`src/rtl/arb_requester.sv`:
```
// Requester agent for a 3-way fixed-priority arbiter: queues burst jobs,
// requests the bus, issues one beat per granted cycle, then releases.
//
// Ports:
//   clk, resetn       clock, async active-low reset
//   i_job_valid/len   job offer (len = beats-1), taken when o_job_ready
//   o_job_ready       job queue not full
//   o_req / i_gnt     request to / grant from the arbiter
//   o_beat_valid      bus owned, one data beat this cycle
//   o_beat_last       final beat of the burst
//   o_busy            active or jobs pending
//   o_timeout         pulse: job dropped, grant never arrived
//   o_grant_err       pulse: grant lost before the last beat
module arb_requester #(
  parameter int LEN_W   = 4,
  parameter int DEPTH   = 4,
  parameter int TIMEOUT = 64
) (
  input  logic             clk,
  input  logic             resetn,
  input  logic             i_job_valid,
  input  logic [LEN_W-1:0] i_job_len,
  output logic             o_job_ready,
  output logic             o_req,
  input  logic             i_gnt,
  output logic             o_beat_valid,
  output logic             o_beat_last,
  output logic             o_busy,
  output logic             o_timeout,
  output logic             o_grant_err
);

  localparam int PW  = $clog2(DEPTH);
  localparam int PW1 = PW + 1;
  localparam int WW  = $clog2(TIMEOUT);

  localparam logic [PW:0]      P_ONE  = PW1'(1);
  localparam logic [WW-1:0]    W_ONE  = WW'(1);
  localparam logic [WW-1:0]    W_MAX  = WW'(TIMEOUT - 1);
  localparam logic [LEN_W-1:0] L_ONE  = LEN_W'(1);
  localparam logic [LEN_W-1:0] L_ZERO = '0;

  typedef enum logic [1:0] {
    S_IDLE = 2'd0,
    S_REQ  = 2'd1,
    S_OWN  = 2'd2,
    S_REL  = 2'd3
  } state_t;

  state_t r_state;
  state_t w_nstate;

  logic [LEN_W-1:0] r_mem [DEPTH];
  logic [PW:0]      r_wptr;
  logic [PW:0]      r_rptr;
  logic [LEN_W-1:0] r_len;
  logic [LEN_W-1:0] r_beat;
  logic [WW-1:0]    r_wait;
  logic             r_req;
  logic             r_live;

  logic w_empty;
  logic w_full;
  logic w_push;
  logic w_pop;
  logic w_wait_clr;
  logic w_wait_inc;
  logic w_beat_ld;
  logic w_beat_dec;
  logic w_bv;
  logic w_bl;
  logic w_to;
  logic w_ge;

  // Extra pointer bit separates full from empty.
  assign w_empty = (r_wptr == r_rptr);
  assign w_full  = (r_wptr[PW] != r_rptr[PW]) &&
                   (r_wptr[PW-1:0] == r_rptr[PW-1:0]);
  assign w_push  = i_job_valid && o_job_ready;

  always_ff @(posedge clk) begin
    if (w_push) begin
      r_mem[r_wptr[PW-1:0]] <= i_job_len;
    end
  end

  always_comb begin
    w_nstate   = r_state;
    w_pop      = 1'b0;
    w_wait_clr = 1'b0;
    w_wait_inc = 1'b0;
    w_beat_ld  = 1'b0;
    w_beat_dec = 1'b0;
    w_bv       = 1'b0;
    w_bl       = 1'b0;
    w_to       = 1'b0;
    w_ge       = 1'b0;
    unique case (r_state)
      S_IDLE: begin
        if (!w_empty) begin
          w_pop      = 1'b1;
          w_wait_clr = 1'b1;
          w_nstate   = S_REQ;
        end
      end
      S_REQ: begin
        // A grant arriving on the last wait cycle still wins.
        if (i_gnt) begin
          w_beat_ld = 1'b1;
          w_nstate  = S_OWN;
        end else if (r_wait == W_MAX) begin
          w_to     = 1'b1;
          w_nstate = S_REL;
        end else begin
          w_wait_inc = 1'b1;
        end
      end
      S_OWN: begin
        if (i_gnt) begin
          w_bv = 1'b1;
          if (r_beat == L_ZERO) begin
            w_bl     = 1'b1;
            w_nstate = S_REL;
          end else begin
            w_beat_dec = 1'b1;
          end
        end else begin
          w_ge     = 1'b1;
          w_nstate = S_REL;
        end
      end
      S_REL: begin
        // Hold off re-requesting until the old grant is gone.
        if (!i_gnt) begin
          w_nstate = S_IDLE;
        end
      end
      default: begin
        w_nstate = S_IDLE;
      end
    endcase
  end

  always_ff @(posedge clk or negedge resetn) begin
    if (!resetn) begin
      r_state <= S_IDLE;
      r_wptr  <= '0;
      r_rptr  <= '0;
      r_len   <= '0;
      r_beat  <= '0;
      r_wait  <= '0;
      r_req   <= 1'b0;
      r_live  <= 1'b0;
    end else begin
      r_state <= w_nstate;
      // Own flop so req cannot glitch on multi-bit state changes.
      r_req   <= (w_nstate == S_REQ) || (w_nstate == S_OWN);
      r_live  <= 1'b1;
      if (w_push) begin
        r_wptr <= r_wptr + P_ONE;
      end
      if (w_pop) begin
        r_rptr <= r_rptr + P_ONE;
        r_len  <= r_mem[r_rptr[PW-1:0]];
      end
      if (w_wait_clr) begin
        r_wait <= '0;
      end else if (w_wait_inc) begin
        r_wait <= r_wait + W_ONE;
      end
      if (w_beat_ld) begin
        r_beat <= r_len;
      end else if (w_beat_dec) begin
        r_beat <= r_beat - L_ONE;
      end
    end
  end

  assign o_job_ready  = r_live && !w_full;
  assign o_req        = r_req;
  assign o_beat_valid = w_bv;
  assign o_beat_last  = w_bl;
  assign o_busy       = (r_state != S_IDLE) || !w_empty;
  assign o_timeout    = w_to;
  assign o_grant_err  = w_ge;

endmodule

```
`config.mk`:
```
export PLATFORM = sky130hd
export DESIGN_NAME = arb_requester
export DESIGN_NICKNAME = d
export VERILOG_FILES = /design/src/rtl/arb_requester.sv
export SDC_FILE = /design/constraint.sdc
export NUM_CORES = 1
export LEC_CHECK = 0
export CAP_MARGIN = 15
export CORE_MARGIN = 10
export CORE_UTILIZATION = 50
export DETAILED_ROUTE_END_ITERATION = 16
export DONT_BUFFER_PORTS = 1
export PLACE_DENSITY = 0.68
export SLEW_MARGIN = 20
export SYNTH_ARGS = -nofsm -noshare
export SYNTH_HDL_FRONTEND = slang
export SYNTH_SLANG_ARGS = --single-unit
```
`constraint.sdc`:
```
create_clock -name clk -period 2.01 [get_ports clk]
set_input_delay 0.201 -clock clk [delete_from_list [all_inputs] [get_ports clk]]
set_output_delay 0.201 -clock clk [all_outputs]
set_load 0.01 [all_outputs]
```
# After elaboration in Yosys (flattened, before gate mapping)
# Memory sizes are Yosys's and may differ from the RTL's. A register that Yosys moved wholly into a read port is not among the register bits.
# Cells that the tools add are included.
[word_totals]
reg_bits = 20
ramBits = 16
in_bits = 8
mem_count = 1
[classes]
n_addsub = 4
eq_ne = 9
n_mux = 32
n_reduce_logical = 13
[memory_table]
columns = ["memory", "depth", "width", "read_ports", "rd_clocked_by_memory_dff", "wr", "line", "text"]
rows = [
  ["r_mem", 4, 4, 1, 1, 1, "53", "logic [LEN_W-1:0] r_mem [DEPTH];"],
]
[op_table]
columns = ["op", "count"]
rows = [
  ["2-to-1 mux 1 bit", 21],
  ["2-to-1 mux 2 bit", 6],
  ["2-to-1 mux 6 bit", 2],
  ["2-to-1 mux 4 bit", 2],
  ["case mux 2 bit (4 select lines)", 1],
  ["adder 3 x 1 -> 3 bit (second input constant)", 2],
  ["adder 6 x 1 -> 6 bit (second input constant)", 1],
  ["equality test 2 bit (second input constant)", 3],
  ["equality test 6 bit (second input constant)", 1],
  ["nonzero test 2 bit", 3],
  ["equality test 2 x 1 -> 1 bit (second input constant)", 2],
  ["zero test 4 bit", 1],
  ["subtractor 4 x 1 -> 4 bit (second input constant)", 1],
  ["equality test 3 bit", 1],
  ["logical AND 1 bit", 3],
  ["zero test 1 bit", 3],
  ["equality test 2 bit", 1],
  ["zero test 2 bit", 1],
  ["logical OR 1 bit", 2],
  ["!= test 1 bit", 1],
]

# Longest topological paths before layout
# Gate-level depths: netlist (run 1).
[logic_depth]
ltp_word = 7
mapped_depth = 6

# Least setup slack after synthesis (run 1)
# No wires, ideal clock.
[synth_path]
path_kind = "reg2reg"
from = "register r_beat[0]"
to = "register r_beat[3]"
setup_time_ns = 0.126
arrival_time_ns = 1.830
t_required_ns = 1.884
setup_slack_ns = 0.054
path_stages_with_launch = 7
path_buffers = 0
path_cell_list = "dfrtp_1 -> inv_1 -> ha_1 -> or3b_2 -> nand2_2 -> mux2_2 -> a221o_1"
[synth_via]
elab_chain_len = 5
word_cells_on_any_way = 8
classes_between = "1 x add/sub; 5 x mux; 2 x reduce/logical"
[synth_rtl]
columns = ["element", "line", "text"]
rows = [
  ["start, declared", "57", "logic [LEN_W-1:0] r_beat;"],
  ["start signal, assigned", "172", "r_beat <= r_len;"],
  ["start signal, assigned", "174", "r_beat <= r_beat - L_ONE;"],
  ["branches (longest 5 deep; another with subtractor 4 x 1 -> 4 bit)", "-", ""],
]
# Several ways; the timed one is not identified. The select of a mux whose other input is x is not followed.
# A chain may end at the register's enable or synchronous reset.

# Final worst setup path (run 1)
[layout_path]
from = "register r_rptr[1]"
to = "output port o_busy"
[layout_via]
elab_chain_len = 3
[layout_rtl]
columns = ["element", "line", "text"]
rows = [
  ["start, declared", "55", "logic [PW:0] r_rptr;"],
  ["start signal, assigned", "163", "r_rptr <= r_rptr + P_ONE;"],
  ["equality test 3 bit", "76", "assign w_empty = (r_wptr == r_rptr);"],
  ["zero test 1 bit", "183", "assign o_busy = (r_state != S_IDLE) || !w_empty;"],
  ["logical OR 1 bit", "183", ""],
  ["end, declared", "28", "output logic o_busy,"],
]
# No other way between the ends.

==> results.cfg, run 1 <==
[worst_setup_path]
cp-end-kind = primary output
r2r_cells = 6
timing.setup.critical_path_class = register to primary output
worstPathMaxFanout = 7
cp_data_required_time_ns = 1.81
critical_path_arrival_ns = 1.75
setup_crit_start_kind = register

[final_layout]
finish.net_count = 171
finalNonFillerCells = 205
synthToLayoutAreaGrowth_pct = 14.74
antenna-diode-count = 0
layout_cells_sized_above_1_pct = 15.92
utilization_of_the_core_after_routing_pct = 59.40

[power_and_ir_drop]
power_frac_clock_pct = 27.2
p_leak_nw = 0.9055
seq_power_share_pct = 41.7
pwr-share-comb_pct = 31.2
ir_drop_v = 0.0006976
cell_internal_pwr_w = 0.002266
switching_share_pct = 31.12
total_switching_power_w = 0.001024
fin_total_pwr_w = 0.003289
power.density_nw_per_um2 = 1501

[global_route]
overflow = 0
first_global_vias = 1147
grt_start_max_net_pins = 25
gr-usage-all-layers_pct = 10.66
initial_antenna_violation_count = 0
grt_first_pass_wirelength_mm = 5.437

[synthesis]
synth_seq_cells = 40
synthArstFlopShare_pct = 60.00
synthXorXnorAreaFrac_pct = 5.046
unique_masters_post_synth = 44
ys_dominant_reg_cell = sky130_fd_sc_hd__dfrtp_1
synth-adder-area-share_pct = 4.587
synth_compound_area_share_pct = 7.405
synth_edf_count = 16
synth.yosys.warnings = 0
synth_seq_area_share_pct = 56.62
synth_top_family_by_area = simple AND/OR/NAND/NOR gates
synthesis.instances = 144
post_synth_main_area_contributors = sky130_fd_sc_hd__dfrtp_1 31%, sky130_fd_sc_hd__edfxtp_1 25%, sky130_fd_sc_hd__mux4_1 5.5%
synth.top_cells.by_count = 24 x sky130_fd_sc_hd__dfrtp_1, 16 x sky130_fd_sc_hd__edfxtp_1, 8 x sky130_fd_sc_hd__nand2_1
yosys-mux-area-fraction_pct = 11.01
syn-cell-area_sq_um = 1909
post_synth_and_or_nand_nor_area_fraction_pct = 12.25
yosys.cell_count.top_type = sky130_fd_sc_hd__dfrtp_1
mean_area_per_synthesized_cell_sq_um = 13.26
synth_area_leader_cell = sky130_fd_sc_hd__dfrtp_1
yosys.area.top_type_share_pct = 31.45
mappedNetlistNets = 159

[outcome]
status = completed

[floorplanning]
core_sq_um = 3689
dieHeight_microns = 81.80
core.rowCount = 22
die-area_sq_um = 6690
start_util_pct = 51.76
floorplan.io_pins = 15
die_width_microns = 81.80

[clock_tree]
clock_path_buffers = 2
number_of_buffers_created_by_cts = 5
clockRootBuffer = sky130_fd_sc_hd__clkbuf_8
clock_latency_ns = 0.29
tritoncts = done
post_cts.repair.setup_buffers = 0
cts_num_sinks = 40
clk_transition_reported_paths_ns = 0.08
cts_htree_levels = 2

[run]
cap_violations = 0

[placement]
io_buffer_count = 0
dpl_ws_ns = 0.03048
place.gp.congestion = 0.6758
place_hpwl_mm = 2.499
number_of_placed_instances_with_taps_included = 191

[sta]
setup_viol_count_final = 0
layout_worst_path_cycle_share_pct = 97.03
finalClockSkew_ns = 0.007866
worst_slew_pin_slew_ns = 0.5279
worst_slack_ns = 0.05972
final_hold_viol_count = 0
drv_slew = 0
period_minus_slack_ns = 1.950
worst_slew_margin_rel_pct = 64.81
max_clock_freq_ghz = 0.5127

[routing]
drt_drc_violations_left = 0
totalWireLength_mm = 3.299
via_count = 1156
drt-vias-per-instance = 5.639
route.antenna.remaining_nets = 0
drtIter0Drc = 48
post_drt_wl_per_cell_microns = 16.09
number_of_iterations_in_the_first_detailed_routing_pass = 4

[min_path]
cell_depth_of_the_worst_hold_path = 2
hold_path.class = input port to register
==> per-layer routing <==
metal | vias to the layer above | track usage [%] | part of all wire, %
met3 | 6 | 4.148 | 4.8
li1 | 557 | - | -
met1 | 571 | 12.33 | 44
met2 | 22 | 17.24 | 50
met5 | - | 0 | 0
met4 | 0 | 4.592 | 1.6
==> power by group through the flow <==
| stage | sequential, W | combinational (W) | clock, W |
|---|---|---|---|
| after floorplan | 0.00125 | 0.000910 | 0 |
| after global placement | 0.00135 | 0.000945 | 0 |
| after detailed placement | 0.00138 | 0.00101 | 0 |
| after CTS | 0.00137 | 0.00103 | 0.000919 |
| after global routing | 0.00141 | 0.00113 | 0.000955 |
| final | 0.00137 | 0.00103 | 0.000894 |
==> state kept, by name, indices dropped and copies added, names as in the netlist <==
name and cells:
r_beat 4, r_wptr 3, r_mem 16, r_wait 6, r_rptr 3, r_state 2
r_len 4, r_live 1, o_req 1
==> final cells by class <==
cell class,instances,area (sq um)
inverters,6,22.52
clock buffers,5,68.82
fillers,307,1498
flip-flops and latches,40,1081
well taps,48,60.06
multi-input cells,93,783.3
repair buffers,10,85.08
clock inverters,3,90.09
==> path summary, 6_finish.rpt <==
check | startpoint | endpoint | slack (ns)
worst max-delay path | r_rptr[1]$_DFFE_PN0P_ | o_busy | 0.06
worst min-delay path | i_gnt | r_state[1]$_DFF_PN0_ | 0.05
worst max register to register | r_beat[0]$_DFFE_PN0P_ | r_beat[3]$_DFFE_PN0P_ | 0.13
worst min register to register | r_len[0]$_DFFE_PN0P_ | r_len[0]$_DFFE_PN0P_ | 0.52
max in group asynchronous | resetn | r_wptr[2]$_DFFE_PN0P_ | 1.23
min in group asynchronous | resetn | r_wait[5]$_DFFE_PN0P_ | 0.42
==> cell families (layout without fill, tap and decap cells) <==
| logic type | count (synthesis) | in the layout |
|---|---|---|
| adder cells (fa/ha/maj) | 7 | 7 |
| XOR/XNOR | 11 | 11 |
| buffers and inverters | 11 | 24 |
| AND/OR/NAND/NOR | 42 | 42 |
| flip-flops | 40 | 40 |
| other | 1 | 1 |
| AO/OA/AOI/OAI | 19 | 19 |
| multiplexers | 13 | 13 |
==> critical path: stages, from the launching register on <==
cell	delay, ns
sky130_fd_sc_hd__dfrtp_1	0.49
sky130_fd_sc_hd__xnor2_1	0.32
sky130_fd_sc_hd__nand2_1	0.14
sky130_fd_sc_hd__or4_1	0.51
==> what timing repair did <==
item,4_1_cts,5_1_grt
resized for setup,0,2
endpoints found under the hold margin,40,24
endpoints found under the setup margin,0,2
hold buffers,5,1
==> per-stage QoR <==
step,setup TNS (ns),cell area [sq um],hold slack [ns]
6_report,0,2191,0.05248
4_1_cts,0,2176,0.04434
2_1_floorplan,0,1909,-0.09459
3_3_place_gp,0,1967,-0.09380
5_1_grt,-0.01370,2191,0.05814
3_5_place_dp,0,1967,-0.09380
==> layout by cell type, fill, tap and decap left out, types with 2 or more instances in the layout <==
cell type                       count
sky130_fd_sc_hd__xnor2_1            5
sky130_fd_sc_hd__a221o_1            2
sky130_fd_sc_hd__clkbuf_8           5
sky130_fd_sc_hd__nand3_1            2
sky130_fd_sc_hd__o211ai_1           3
sky130_fd_sc_hd__nand2_2            2
sky130_fd_sc_hd__mux4_1             4
sky130_fd_sc_hd__ha_1               7
sky130_fd_sc_hd__nor2_1             7
sky130_fd_sc_hd__mux2_4             2
sky130_fd_sc_hd__edfxtp_1          16
sky130_fd_sc_hd__mux2i_1            3
sky130_fd_sc_hd__nand2_1            8
sky130_fd_sc_hd__nor3b_1            2
sky130_fd_sc_hd__xor2_1             5
sky130_fd_sc_hd__a31oi_1            2
sky130_fd_sc_hd__and2_1             4
sky130_fd_sc_hd__inv_1              6
sky130_fd_sc_hd__nand2b_1           2
sky130_fd_sc_hd__dlygate4sd3_1      5
sky130_fd_sc_hd__bufinv_16          3
sky130_fd_sc_hd__and3b_1            2
sky130_fd_sc_hd__dfrtp_1           24
sky130_fd_sc_hd__buf_4              4
sky130_fd_sc_hd__o21ai_0            3
sky130_fd_sc_hd__mux2_2             4
sky130_fd_sc_hd__nor3_1             5
Note: power is estimated with default switching activity, not from simulation.
==> inputs of run 2 (changes only) <==
--- a/config.mk
+++ b/config.mk
@@ -9,8 +9,7 @@
 export CORE_MARGIN = 10
 export CORE_UTILIZATION = 50
 export DETAILED_ROUTE_END_ITERATION = 16
-export DONT_BUFFER_PORTS = 1
-export PLACE_DENSITY = 0.68
+export PLACE_DENSITY = 0.73
 export SLEW_MARGIN = 20
 export SYNTH_ARGS = -nofsm -noshare
 export SYNTH_HDL_FRONTEND = slang
==> results.cfg, run 2 (synthesis gave the netlist of run 1 again) <==
[routing]
number_of_iterations_in_the_first_detailed_routing_pass = 4
totalWireLength_mm = 3.530
post_drt_wl_per_cell_microns = 15.69
drt-vias-per-instance = 5.449
route.antenna.remaining_nets = 0
drt_drc_violations_left = 0
drtIter0Drc = 48
via_count = 1226

[sta]
drv_slew = 0
layout_worst_path_cycle_share_pct = 95.99
setup_repair_after_global_routing_missed_its_margin = false
finalClockSkew_ns = 0.005633
max_clock_freq_ghz = 0.5183
fin_tns_setup_ns = 0
final_hold_viol_count = 0
setup_viol_count_final = 0
period_minus_slack_ns = 1.929

[power_and_ir_drop]
ir_drop_v = 0.0007061
power.density_nw_per_um2 = 1439
p_leak_nw = 0.9749

[floorplanning]
die-area_sq_um = 6690
dieHeight_microns = 81.80
floorplan.io_pins = 15
die_width_microns = 81.80
core.rowCount = 22
start_util_pct = 51.76
core_sq_um = 3689

[worst_setup_path]
critical_path_arrival_ns = 1.73
cp-end-kind = primary output
worstPathMaxFanout = 3
critical_path.slowest_cell = sky130_fd_sc_hd__or4_1
cp_data_required_time_ns = 1.81
critical_path.max_stage_delay_ns = 0.49
crit-reg2reg-capture = r_beat[3]$_DFFE_PN0P_
flop_to_flop_setup_slack_ns = 0.15
r2r_cells = 6
cp_top_family = simple AND/OR/NAND/NOR gates
crit_chain = xor2_1, or4_1, dlygate4sd2_1
timing.setup.critical_path_class = register to primary output
setup_crit_start_kind = register
launching_point_of_the_worst_reg2reg_path = r_beat[0]$_DFFE_PN0P_
cp_num_buf_inv = 1

[placement]
io_buffer_count = 14
place.gp.congestion = 0.7294
place_hpwl_mm = 2.711
number_of_placed_instances_with_taps_included = 216

[final_layout]
area_occupied_by_multi_input_gates_sq_um = 790.8
synthToLayoutAreaGrowth_pct = 22.08
antenna-diode-count = 0
final_common_cell = sky130_fd_sc_hd__dfrtp_1
finish.net_count = 191
layout_cells_sized_above_1_pct = 23.16
largest_register_ffs = 16
layout.area.seq_sq_um = 1085
most-common-layout-cells = 21 x sky130_fd_sc_hd__dfrtp_1, 16 x sky130_fd_sc_hd__buf_4, 16 x sky130_fd_sc_hd__edfxtp_1, 10 x sky130_fd_sc_hd__clkdlybuf4s50_1, 8 x sky130_fd_sc_hd__nand2_1
fill_cells = 287
finalNonFillerCells = 225

[clock_tree]
holdBufCountCts = 0
cts_num_sinks = 40
number_of_buffers_created_by_cts = 5
clock_path_buffers = 2
clockRootBuffer = sky130_fd_sc_hd__clkbuf_8
tritoncts = done
clk_transition_reported_paths_ns = 0.08
cts_htree_levels = 2
clock_latency_ns = 0.30

[global_route]
grt_first_pass_wirelength_mm = 5.885
overflow = 0
initial_antenna_violation_count = 0
gr-usage-all-layers_pct = 11.49
first_global_vias = 1287
grt_start_max_net_pins = 25

[run]
cap_violations = 0

[outcome]
status = completed

[min_path]
hold_path.class = input port to asynchronous set/reset pin
-- run 2: metal layers --
layer	up-vias	track usage [%]	wire, microns
li1	588	-	-
met1	612	12.77	1488
met4	0	4.762	61
met5	-	0	0
met2	19	19.75	1807
met3	7	3.821	171
-- run 2: timing repair --
item	CTS	global route
pin swaps	1	0
buffers inserted	0	1
setup endpoints to repair	4	1
cloned	0	0
resized for setup	10	2
-- run 2: final cells by class --
cell class                      instances  share of cell area [%]
Clock inverter                          3                   1.986
Sequential cell                        40                   46.54
Inverter                                6                  0.9662
Multi-Input combinational cell         93                   33.92
Tap cell                               48                   2.576
Clock buffer                            5                   2.952
Timing Repair Buffer                   30                   11.06
-- run 2: worst max-delay path by stage --
stage	startpoint	endpoint	slack (ns)	depth (start not counted)
2_1_floorplan	r_beat[0]$_DFFE_PN0P_	r_beat[3]$_DFFE_PN0P_	0.05	6
3_3_place_gp	i_gnt	o_timeout	0.01	4
3_5_place_dp	r_beat[0]$_DFFE_PN0P_	o_beat_last	0.008	5
4_1_cts	r_wptr[1]$_DFFE_PN0P_	o_busy	0.06	4
6_report	r_wptr[2]$_DFFE_PN0P_	o_busy	0.08	3
5_1_grt	r_beat[0]$_DFFE_PN0P_	o_beat_last	0.002	5
-- run 2: stage by stage --
stage | power (W) | utilization (%) | hold slack [ns] | setup WS, ns | cell area (sq um)
2_1_floorplan | 0.002158 | - | -0.09459 | 0.05372 | 1909
3_3_place_gp | 0.002548 | 59.36 | 0.4987 | 0.01081 | 2190
3_5_place_dp | 0.002669 | 59.36 | 0.5228 | 0.007748 | 2190
4_1_cts | 0.003365 | 62.75 | 0.2614 | 0.06011 | 2315
5_1_grt | 0.003593 | 63.20 | 0.2910 | 0.002165 | 2331
6_report | 0.003355 | 63.20 | 0.2560 | 0.08065 | 2331
-- run 2: where the power goes --
| group | internal, W | switching [W] |
|---|---|---|
| Clock | 0.000374 | 0.000303 |
| Sequential | 0.00110 | 0.000198 |
| Combinational | 0.000768 | 0.000614 |
